`src/rtl/piece_controller_if.sv`:
```
// Command handshake and result bundle between input/gravity logic and the
// piece controller. The master issues commands, the slave (the controller)
// accepts them and reports the outcome.
interface piece_controller_if;
    logic       cmd_valid;
    logic [2:0] cmd;
    logic [2:0] cmd_block;
    logic       cmd_ready;
    logic       result_valid;
    logic       result_ok;
    logic       landed;

    modport master (
        output cmd_valid,
        output cmd,
        output cmd_block,
        input  cmd_ready,
        input  result_valid,
        input  result_ok,
        input  landed
    );

    modport slave (
        input  cmd_valid,
        input  cmd,
        input  cmd_block,
        output cmd_ready,
        output result_valid,
        output result_ok,
        output landed
    );
endinterface

```
`src/rtl/piece_controller.sv`:
```
// Falling-tetromino sequencer. Takes one command at a time, looks up the
// candidate shape offsets, probes the four candidate cells against the board
// bounds and board memory, then commits or rejects the move. Every command
// takes the same number of cycles, including ones rejected up front.
module piece_controller #(
    parameter int BOARD_W = 10,
    parameter int BOARD_H = 20,
    parameter int SPAWN_X = 3,
    parameter int XW      = 4,
    parameter int YW      = 5
) (
    input  logic                clock,
    input  logic                resetn,
    piece_controller_if.slave   cmd_if,
    output logic [2:0]          lut_block,
    output logic [1:0]          lut_rotation,
    input  logic [7:0]          lut_x,
    input  logic [7:0]          lut_y,
    output logic                brd_rd_en,
    output logic [XW-1:0]       brd_rd_x,
    output logic [YW-1:0]       brd_rd_y,
    input  logic                brd_rd_data,
    output logic [XW-1:0]       piece_x,
    output logic [YW-1:0]       piece_y,
    output logic [2:0]          piece_block,
    output logic [1:0]          piece_rot,
    output logic                active,
    output logic                game_over
);

    typedef enum logic [2:0] {
        S_IDLE,
        S_LOOKUP,
        S_CHECK,
        S_WAIT,
        S_DONE
    } state_t;

    localparam logic [2:0] CMD_DOWN  = 3'd3;
    localparam logic [2:0] CMD_SPAWN = 3'd4;

    localparam logic signed [XW:0] ONE_X     = (XW+1)'(1);
    localparam logic signed [YW:0] ONE_Y     = (YW+1)'(1);
    localparam logic signed [XW:0] SPAWN_X_S = (XW+1)'(SPAWN_X);
    localparam logic signed [XW:0] BOARD_W_S = (XW+1)'(BOARD_W);
    localparam logic signed [YW:0] BOARD_H_S = (YW+1)'(BOARD_H);

    state_t state_q, state_d;
    logic [1:0] idx_q, idx_d;
    logic [2:0] cmd_q, cmd_d;
    logic [2:0] blk_q, blk_d;
    logic reject_q, reject_d;
    logic signed [XW:0] cand_x_q, cand_x_d;
    logic signed [YW:0] cand_y_q, cand_y_d;
    logic [1:0] cand_rot_q, cand_rot_d;
    logic [2:0] cand_blk_q, cand_blk_d;
    logic [7:0] off_x_q, off_x_d;
    logic [7:0] off_y_q, off_y_d;
    logic coll_q, coll_d;
    logic rd_pend_q, rd_pend_d;
    logic ok_q, ok_d;
    logic landed_q, landed_d;
    logic [XW-1:0] piece_x_q, piece_x_d;
    logic [YW-1:0] piece_y_q, piece_y_d;
    logic [1:0] piece_rot_q, piece_rot_d;
    logic [2:0] piece_block_q, piece_block_d;
    logic active_q, active_d;
    logic game_over_q, game_over_d;

    logic signed [XW:0] next_x;
    logic signed [YW:0] next_y;
    logic [1:0] next_rot;
    logic [2:0] next_blk;
    logic signed [XW:0] cell_x;
    logic signed [YW:0] cell_y;
    logic cell_oob;
    logic read_hit;
    logic final_coll;

    // Candidate placement derived from the latched command and committed piece.
    always_comb begin
        next_x   = $signed({1'b0, piece_x_q});
        next_y   = $signed({1'b0, piece_y_q});
        next_rot = piece_rot_q;
        next_blk = piece_block_q;
        case (cmd_q)
            3'd0: next_x = $signed({1'b0, piece_x_q}) - ONE_X;
            3'd1: next_x = $signed({1'b0, piece_x_q}) + ONE_X;
            3'd2: next_rot = piece_rot_q + 2'd1;
            3'd3: next_y = $signed({1'b0, piece_y_q}) + ONE_Y;
            3'd4: begin
                next_x   = SPAWN_X_S;
                next_y   = '0;
                next_rot = 2'd0;
                next_blk = blk_q;
            end
            default: ;
        endcase
    end

    // Address of the cell probed this CHECK cycle, with bounds classification.
    always_comb begin
        cell_x   = cand_x_q + $signed({{(XW-1){1'b0}}, off_x_q[{idx_q, 1'b0} +: 2]});
        cell_y   = cand_y_q + $signed({{(YW-1){1'b0}}, off_y_q[{idx_q, 1'b0} +: 2]});
        cell_oob = cell_x[XW] || (cell_x >= BOARD_W_S) || (cell_y >= BOARD_H_S);
        brd_rd_en = (state_q == S_CHECK) && !reject_q && !cell_oob;
        brd_rd_x  = brd_rd_en ? cell_x[XW-1:0] : '0;
        brd_rd_y  = brd_rd_en ? cell_y[YW-1:0] : '0;
    end

    // Sequencing and commit decision for the command in flight.
    always_comb begin
        state_d       = state_q;
        idx_d         = idx_q;
        cmd_d         = cmd_q;
        blk_d         = blk_q;
        reject_d      = reject_q;
        cand_x_d      = cand_x_q;
        cand_y_d      = cand_y_q;
        cand_rot_d    = cand_rot_q;
        cand_blk_d    = cand_blk_q;
        off_x_d       = off_x_q;
        off_y_d       = off_y_q;
        coll_d        = coll_q;
        rd_pend_d     = 1'b0;
        ok_d          = ok_q;
        landed_d      = landed_q;
        piece_x_d     = piece_x_q;
        piece_y_d     = piece_y_q;
        piece_rot_d   = piece_rot_q;
        piece_block_d = piece_block_q;
        active_d      = active_q;
        game_over_d   = game_over_q;

        read_hit   = rd_pend_q && brd_rd_data;
        final_coll = coll_q || read_hit;

        case (state_q)
            S_IDLE: begin
                if (cmd_if.cmd_valid) begin
                    cmd_d    = cmd_if.cmd;
                    blk_d    = cmd_if.cmd_block;
                    reject_d = game_over_q
                            || (cmd_if.cmd > CMD_SPAWN)
                            || ((cmd_if.cmd != CMD_SPAWN) && !active_q)
                            || ((cmd_if.cmd == CMD_SPAWN) && active_q);
                    state_d  = S_LOOKUP;
                end
            end
            S_LOOKUP: begin
                cand_x_d   = next_x;
                cand_y_d   = next_y;
                cand_rot_d = next_rot;
                cand_blk_d = next_blk;
                off_x_d    = lut_x;
                off_y_d    = lut_y;
                coll_d     = reject_q;
                idx_d      = 2'd0;
                state_d    = S_CHECK;
            end
            S_CHECK: begin
                rd_pend_d = brd_rd_en;
                coll_d    = coll_q || read_hit || cell_oob;
                idx_d     = idx_q + 2'd1;
                if (idx_q == 2'd3) begin
                    state_d = S_WAIT;
                end
            end
            S_WAIT: begin
                ok_d     = !final_coll;
                landed_d = final_coll && !reject_q && (cmd_q == CMD_DOWN);
                if (!final_coll) begin
                    piece_x_d     = cand_x_q[XW-1:0];
                    piece_y_d     = cand_y_q[YW-1:0];
                    piece_rot_d   = cand_rot_q;
                    piece_block_d = cand_blk_q;
                    if (cmd_q == CMD_SPAWN) begin
                        active_d = 1'b1;
                    end
                end else if (!reject_q) begin
                    if (cmd_q == CMD_DOWN) begin
                        active_d = 1'b0;
                    end
                    if (cmd_q == CMD_SPAWN) begin
                        active_d    = 1'b0;
                        game_over_d = 1'b1;
                    end
                end
                state_d = S_DONE;
            end
            S_DONE: begin
                state_d = S_IDLE;
            end
            default: begin
                state_d = S_IDLE;
            end
        endcase
    end

    // State register; reset drops any in-flight command.
    always_ff @(posedge clock) begin
        if (!resetn) begin
            state_q       <= S_IDLE;
            idx_q         <= '0;
            cmd_q         <= '0;
            blk_q         <= '0;
            reject_q      <= 1'b0;
            cand_x_q      <= '0;
            cand_y_q      <= '0;
            cand_rot_q    <= '0;
            cand_blk_q    <= '0;
            off_x_q       <= '0;
            off_y_q       <= '0;
            coll_q        <= 1'b0;
            rd_pend_q     <= 1'b0;
            ok_q          <= 1'b0;
            landed_q      <= 1'b0;
            piece_x_q     <= '0;
            piece_y_q     <= '0;
            piece_rot_q   <= '0;
            piece_block_q <= '0;
            active_q      <= 1'b0;
            game_over_q   <= 1'b0;
        end else begin
            state_q       <= state_d;
            idx_q         <= idx_d;
            cmd_q         <= cmd_d;
            blk_q         <= blk_d;
            reject_q      <= reject_d;
            cand_x_q      <= cand_x_d;
            cand_y_q      <= cand_y_d;
            cand_rot_q    <= cand_rot_d;
            cand_blk_q    <= cand_blk_d;
            off_x_q       <= off_x_d;
            off_y_q       <= off_y_d;
            coll_q        <= coll_d;
            rd_pend_q     <= rd_pend_d;
            ok_q          <= ok_d;
            landed_q      <= landed_d;
            piece_x_q     <= piece_x_d;
            piece_y_q     <= piece_y_d;
            piece_rot_q   <= piece_rot_d;
            piece_block_q <= piece_block_d;
            active_q      <= active_d;
            game_over_q   <= game_over_d;
        end
    end

    assign lut_block           = next_blk;
    assign lut_rotation        = next_rot;
    assign cmd_if.cmd_ready    = (state_q == S_IDLE);
    assign cmd_if.result_valid = (state_q == S_DONE);
    assign cmd_if.result_ok    = (state_q == S_DONE) && ok_q;
    assign cmd_if.landed       = (state_q == S_DONE) && landed_q;
    assign piece_x             = piece_x_q;
    assign piece_y             = piece_y_q;
    assign piece_rot           = piece_rot_q;
    assign piece_block         = piece_block_q;
    assign active              = active_q;
    assign game_over           = game_over_q;

endmodule

```
`src/flat_wrapper.sv`:
```
// flat-port wrapper written by rule: the top's interface ports become plain ports
module piece_controller_flat 
#(
    parameter int BOARD_W = 10,
    parameter int BOARD_H = 20,
    parameter int SPAWN_X = 3,
    parameter int XW      = 4,
    parameter int YW      = 5
)
  (clock, resetn, lut_block, lut_rotation, lut_x, lut_y, brd_rd_en, brd_rd_x, brd_rd_y, brd_rd_data, piece_x, piece_y, piece_block, piece_rot, active, game_over, cmd_if_cmd_valid, cmd_if_cmd, cmd_if_cmd_block, cmd_if_cmd_ready, cmd_if_result_valid, cmd_if_result_ok, cmd_if_landed);
  piece_controller_if cmd_if_i ();
  input  logic clock;
  input  logic resetn;
  output logic [2:0] lut_block;
  output logic [1:0] lut_rotation;
  input  logic [7:0] lut_x;
  input  logic [7:0] lut_y;
  output logic brd_rd_en;
  output logic [XW-1:0] brd_rd_x;
  output logic [YW-1:0] brd_rd_y;
  input  logic brd_rd_data;
  output logic [XW-1:0] piece_x;
  output logic [YW-1:0] piece_y;
  output logic [2:0] piece_block;
  output logic [1:0] piece_rot;
  output logic active;
  output logic game_over;
  input wire logic [$bits(cmd_if_i.cmd_valid)-1:0] cmd_if_cmd_valid;
  input wire logic [$bits(cmd_if_i.cmd)-1:0] cmd_if_cmd;
  input wire logic [$bits(cmd_if_i.cmd_block)-1:0] cmd_if_cmd_block;
  output wire logic [$bits(cmd_if_i.cmd_ready)-1:0] cmd_if_cmd_ready;
  output wire logic [$bits(cmd_if_i.result_valid)-1:0] cmd_if_result_valid;
  output wire logic [$bits(cmd_if_i.result_ok)-1:0] cmd_if_result_ok;
  output wire logic [$bits(cmd_if_i.landed)-1:0] cmd_if_landed;
  assign cmd_if_i.cmd_valid = cmd_if_cmd_valid;
  assign cmd_if_i.cmd = cmd_if_cmd;
  assign cmd_if_i.cmd_block = cmd_if_cmd_block;
  assign cmd_if_cmd_ready = cmd_if_i.cmd_ready;
  assign cmd_if_result_valid = cmd_if_i.result_valid;
  assign cmd_if_result_ok = cmd_if_i.result_ok;
  assign cmd_if_landed = cmd_if_i.landed;
  piece_controller #(.BOARD_W(BOARD_W), .BOARD_H(BOARD_H), .SPAWN_X(SPAWN_X), .XW(XW), .YW(YW)) u_core (.clock(clock), .resetn(resetn), .cmd_if(cmd_if_i), .lut_block(lut_block), .lut_rotation(lut_rotation), .lut_x(lut_x), .lut_y(lut_y), .brd_rd_en(brd_rd_en), .brd_rd_x(brd_rd_x), .brd_rd_y(brd_rd_y), .brd_rd_data(brd_rd_data), .piece_x(piece_x), .piece_y(piece_y), .piece_block(piece_block), .piece_rot(piece_rot), .active(active), .game_over(game_over));
endmodule
```
`config.mk`:
```
export PLATFORM = sky130hd
export DESIGN_NAME = piece_controller_flat
export DESIGN_NICKNAME = d
export VERILOG_FILES = /design/src/rtl/piece_controller_if.sv /design/src/rtl/piece_controller.sv /design/src/flat_wrapper.sv
export SDC_FILE = /design/constraint.sdc
export NUM_CORES = 1
export LEC_CHECK = 0
export CORE_UTILIZATION = 40
export CTS_BUF_LIST = sky130_fd_sc_hd__clkbuf_16
export CTS_CLUSTER_DIAMETER = 200
export DETAILED_ROUTE_END_ITERATION = 16
export HOLD_SLACK_MARGIN = 0.05
export PLACE_DENSITY = 0.65
export SETUP_SLACK_MARGIN = 0.02
export SYNTH_ARGS = -nofsm -noshare
export SYNTH_HDL_FRONTEND = slang
export SYNTH_SLANG_ARGS = --single-unit
```
`constraint.sdc`:
```
create_clock -name clock -period 5.1 [get_ports clock]
set_input_delay 1.02 -clock clock [delete_from_list [all_inputs] [get_ports clock]]
set_output_delay 1.02 -clock clock [all_outputs]
set_load 0.05 [all_outputs]
```
Yosys cells after proc, flatten, opt, wreduce, memory -nomap -nowiden
Index checks and enable logic that the tools add are counted.
{ "word_totals": {"reg_bits": 64, "in_bits": 26, "out_inout_bits": 35, "elab_cells": 96} }
{ "classes": {"add_sub_neg": 7, "magnitude_cmp": 3, "n_eq_ne": 14, "shift": 2, "n_mux": 16, "n_bitwise": 2, "n_reduce_logical": 31} }
{ "op_table": {"columns": ["op", "n"], "rows": [
  ["8-bit by 4-bit variable part select with 2-bit output", 2],
  ["5-bit case mux with 3 select lines", 1],
  ["3-bit by 2-bit equality test with 1-bit output (second input constant)", 4],
  ["3-bit case mux with 4 select lines", 1],
  ["6-bit case mux with 2 select lines", 1],
  ["3-bit equality test (second input constant)", 3],
  ["1-bit logical AND", 9],
  ["3-bit 2-to-1 mux", 3],
  ["2-bit case mux with 2 select lines", 2],
  ["2-bit AND reduction", 4],
  ["4-bit AND reduction", 2],
  ["1-bit logical OR", 7],
  ["5-bit by 1-bit adder with 6-bit output (second input constant)", 1],
  ["6-bit by 3-bit adder with 6-bit output", 1],
  ["3-bit by 1-bit equality test with 1-bit output (second input constant)", 2],
  ["6-bit >= comparator (second input constant)", 1],
  ["3-bit zero test", 2],
  ["2-bit != test (second input constant)", 3],
  ["4-bit by 1-bit adder with 5-bit output (second input constant)", 1],
  ["5-bit by 3-bit adder with 5-bit output", 1],
  ["5-bit >= comparator (second input constant)", 1],
  ["1-bit 2-to-1 mux", 5],
  ["5-bit 2-to-1 mux", 1],
  ["4-bit by 1-bit subtractor with 5-bit output (second input constant)", 1],
  ["10 further kinds", 16]
]} }

Longest topological paths before layout
{ "logic_depth": {"ltp_word": 8, "mapped_depth": 10, "mapped_depth_nobuf": 9} }

Worst setup path after synthesis
OpenSTA, ideal clock, no wires.
{ "synth_path": {"path_kind": "reg-to-output", "startpoint": "reg u_core.idx_q[0]", "endpoint": "out brd_rd_y[2]", "arrival_ns": 3.963, "required_time_ns": 4.080, "slack_ns": 0.117, "path_stages_with_launch": 9, "n_path_buf": 1, "path_cell_list": "dfxtp_1 > clkbuf_1 > mux4_2 > ha_1 > fa_1 > a31o_2 > a21oi_1 > o221ai_2 > nor4_1"} }
{ "synth_via": {"elab_chain_len": 8, "word_cells_on_any_way": 11, "classes_between": "add/sub: 2; order compare: 2; shift: 2; mux: 1; reduce/logical: 4"} }
{ "synth_rtl": {"columns": ["element", "line", "source"], "rows": [
  ["start, declared", "piece_controller.sv:49", "logic [1:0] idx_q, idx_d;"],
  ["start signal, assigned", "piece_controller.sv:226", "idx_q <= idx_d;"],
  ["8-bit by 4-bit variable part select with 2-bit output", "piece_controller.sv:103", "cell_x = cand_x_q + $signed({{(XW-1){1'b0}}, off_x_q[{idx_q, 1'b0} +: 2]});"],
  ["5-bit by 3-bit adder with 5-bit output", "piece_controller.sv:103", null],
  ["5-bit >= comparator", "piece_controller.sv:105", "cell_oob = cell_x[XW] || (cell_x >= BOARD_W_S) || (cell_y >= BOARD_H_S);"],
  ["1-bit logical OR (2 in series)", "piece_controller.sv:105", null],
  ["1-bit zero test", "piece_controller.sv:106", "brd_rd_en = (state_q == S_CHECK) && !reject_q && !cell_oob;"],
  ["1-bit logical AND", "piece_controller.sv:106", null],
  ["5-bit 2-to-1 mux *", "piece_controller.sv:108", "brd_rd_y = brd_rd_en ? cell_y[YW-1:0] : '0;"],
  ["end, declared", "flat_wrapper.sv:20", "output logic [YW-1:0] brd_rd_y;"]
]} }
Mark *: on every way between the ends. The rest lies on a longest branch, timed or not.

Worst setup path after layout
{ "layout_path": {"startpoint": "reg u_core.idx_q[0]", "endpoint": "out brd_rd_x[1]"} }
{ "layout_via": {"elab_chain_len": 8, "word_cells_on_any_way": 11, "classes_between": "add/sub: 2; order compare: 2; shift: 2; mux: 1; reduce/logical: 4"} }
{ "layout_rtl": {"columns": ["element", "line", "source"], "rows": [
  ["8-bit by 4-bit variable part select with 2-bit output", "piece_controller.sv:103", null],
  ["5-bit by 3-bit adder with 5-bit output", "piece_controller.sv:103", null],
  ["5-bit >= comparator", "piece_controller.sv:105", null],
  ["1-bit logical OR (2 in series)", "piece_controller.sv:105", null],
  ["1-bit zero test", "piece_controller.sv:106", null],
  ["1-bit logical AND", "piece_controller.sv:106", null],
  ["4-bit 2-to-1 mux *", "piece_controller.sv:107", "brd_rd_x = brd_rd_en ? cell_x[XW-1:0] : '0;"],
  ["end, declared", "flat_wrapper.sv:19", "output logic [XW-1:0] brd_rd_x;"]
]} }
Marks and branches as above.

==> flow_metrics.tcl <==
set metrics [dict create \
    status "completed" \
    clockRootBuffer "clkbuf_16" \
    cp_max_fo 7 \
    finalHoldViolCount 0 \
    synth.distinct_cells 50 \
    firstDrtPassIters 4 \
    power_leakage_nw 1.59 \
    cpPeakStageDelay_ns 0.58 \
    vias_per_cell 5.29 \
    grt_max_degree 60 \
    cts_resized 2 \
    wire_per_inst_um 14.6 \
    ys_seq_elements 64 \
    start_util_pct 41.5 \
    synth.net_count 437 \
    hp-class "register to register" \
    wirelength_mm 8.07 \
    crit_family "adder cells" \
    netlist_area_um2 3210 \
    cts_hold_buf 0 \
    num_antenna_cells 0 \
    ys_async_sr_fraction_pct 0 \
    cts_max_level 3 \
    cp.required_ns 4.08 \
    power.total_w 0.00127 \
    fin_nets 483 \
    cap_violations 0 \
    seq_area_frac_synth_pct 39.9 \
    grt_pass1_vias 2694 \
    final_cell_mix "nand2_1 (92), dfxtp_1 (64), a21oi_1 (58)" \
    synth_flop_cell "dfxtp_1" \
    avgSynthCellArea_um2 8.04 \
    clk_pin_slew_ns 0.05 \
    io_buffers 60 \
    startpoint_type "register" \
    layout_min_cycle_time_ns 4.78 \
    gr-total-overflow 0 \
    route.detailed.drc 0 \
    endpoint_kind "output pin" \
    rsz0062_at_grt "no" \
    clock-sinks 64 \
    ir_drop_v 0.000171 \
    synth_edf_count 0 \
    place.gp.congestion 0.816 \
    drive_gt1_share_pct 7.78 \
    tns_ns 0 \
    synth.yosys.warnings 0 \
    worstPathCellList "mux4_2 > ha_1 > fa_1 > a31o_2 > a21oi_1 > o221ai_2 > nor3_4 > and2_1 > dlygate4sd2_1" \
    worstSetupPathType "register to output pin" \
    setup-violations-final 0 \
    die_y_um 91.6 \
    fmax_ghz 0.209 \
    fin_skew_ns 0.00624 \
    crit_buf_inv 1 \
    cts_buffer_depth 2 \
    core_um2 7730 \
    maxSlewViolCount 0 \
    grt_use_total_pct 20.7 \
    grt_pass1_wl_mm 13.6 \
    dieArea_um2 8390 \
    power_density_nw_per_um2 311 \
    cp_slowest_cell "mux4_2" \
    slew_headroom_pct 31.9 \
    cts-buffers-inserted 9 \
    cts_tree "built" \
    worst-slew-pin-transition_ns 1.02 \
    vias 2921 \
    synthCells 399 \
    fill_cells 720 \
    cp.arrival_ns 3.76 \
    post-cts-setup-buffers 0 \
    insertion_delay_ns 0.33 \
    rows 32 \
    antenna_found_initial 0 \
    ant_nets 0 \
    io_pins 61 \
    final.period_utilization_pct 93.7 \
    area_delta_synth_final_pct 27.7 \
    layout_commonest_cell "nand2_1" \
    drtIter0Drc 220 \
    dp_hpwl_mm 5.52 \
    die_width_um 91.6 \
]
==> synth_stat cells (all sizes together) (2+ instances only) <==
| cell type | number | area [um2] |
|---|---|---|
| nor3 | 10 | 61.3 |
| nor4 | 8 | 50.1 |
| xor2 | 3 | 26.3 |
| o221ai | 2 | 23.8 |
| a211oi | 2 | 15.0 |
| or2 | 3 | 18.8 |
| xnor2 | 6 | 52.6 |
| nand3b | 3 | 22.5 |
| o21ai | 13 | 65.1 |
| nor2 | 28 | 105 |
| inv | 8 | 30.0 |
| nand4 | 2 | 12.5 |
| nand3 | 6 | 30.0 |
| a31oi | 5 | 46.3 |
| mux4 | 4 | 90.1 |
| nor2b | 3 | 18.8 |
| and2 | 9 | 56.3 |
| nor4b | 2 | 17.5 |
| clkbuf | 16 | 60.1 |
| ha | 9 | 113 |
| or4bb | 2 | 22.5 |
| buf | 10 | 56.3 |
| nor3b | 2 | 15.0 |
| dfxtp | 64 | 1280 |
| a311oi | 2 | 17.5 |
| a221oi | 2 | 17.5 |
| mux2 | 3 | 33.8 |
| and3 | 2 | 12.5 |
| nand2 | 92 | 345 |
| a21oi | 58 | 290 |
| a21o | 5 | 37.5 |
| fa | 3 | 60.1 |
==> final timing paths <==
kind | start | to | slack (ns) | depth (start not counted)
hold / removal | u_core.cand_blk_q[1]$_SDFFE_PN0P_ | u_core.cand_blk_q[1]$_SDFFE_PN0P_ | 0.45 | 2
setup reg to reg | u_core.idx_q[0]$_SDFFE_PN0P_ | u_core.coll_q$_SDFFE_PN0P_ | 2.12 | 7
hold reg to reg | u_core.cand_blk_q[1]$_SDFFE_PN0P_ | u_core.cand_blk_q[1]$_SDFFE_PN0P_ | 0.45 | 2
setup / recovery | u_core.idx_q[0]$_SDFFE_PN0P_ | brd_rd_x[1] | 0.32 | 9
==> per-stage QoR <==
stage          worst slack, ns  std cells  hold slack (ns)  utilization [%]  area (um2)
3_5_place_dp             0.355        536            0.444             49.5        3820
2_1_floorplan            0.117        399            0.432                -        3210
3_3_place_gp             0.432        536            0.438             49.5        3820
6_report                 0.322        552            0.454             53.0        4100
4_1_cts                 0.0624        552            0.456             52.9        4090
5_1_grt                 0.0798        552            0.471             53.0        4100
==> cell families after synthesis <==
logic type      after synthesis  synth area share (%)
buf+inv                      34                  4.56
compound gates               96                  17.9
mux                           8                  4.17
xor+xnor                      9                  2.46
flops                        64                  39.9
simple gates                176                  25.6
fa+ha+maj                    12                  5.38
==> report_power, final <==
part	leakage [nW]	internal (W)	switching (W)	total, W
clock network	0.126	0.000323	0.000216	0.000538
registers	0.520	0.000526	0.0000352	0.000561
logic	0.941	0.0000730	0.000102	0.000175
==> area by class of cell <==
type	instances	area, um2	area share (%)
Clock inverter	7	40.0	0.977
Clock buffer	9	225	5.49
Tap cell	102	128	3.11
Sequential cell	64	1280	31.3
Multi-Input combinational cell	301	1780	43.5
Timing Repair Buffer	61	611	14.9
Inverter	8	30.0	0.733
==> worst reg2reg max path, cell delays in order (launching register included) <==
cell and delay (ns):
dfxtp_1 0.52, mux4_2 0.57, ha_1 0.25, fa_1 0.48, or4bb_1 0.58, a31oi_4 0.31, nor2_1 0.08, a21oi_1 0.13
==> state kept, by name, indices dropped and copies added, names as in the netlist, 2 cells and up <==
| register | count |
|---|---|
| u_core.cand_blk_q | 3 |
| u_core.piece_x | 4 |
| u_core.piece_rot | 2 |
| u_core.off_x_q | 8 |
| u_core.blk_q | 3 |
| u_core.cmd_q | 3 |
| u_core.piece_block | 3 |
| u_core.cand_x_q | 5 |
| u_core.cand_y_q | 6 |
| u_core.off_y_q | 8 |
| u_core.idx_q | 2 |
| u_core.piece_y | 5 |
| u_core.cand_rot_q | 2 |
| u_core.state_q | 3 |
==> layer usage <==
metal / routed length (um) / GRT usage (%) / vias up
li1: - / - / 1482
met1: 3860 / 29.1 / 1338
met2: 3540 / 31.0 / 90
met3: 533 / 4.69 / 11
met4: 141 / 7.41 / 0
met5: 0 / 0 / -
No activity file was read; power rests on OpenSTA's default activity.
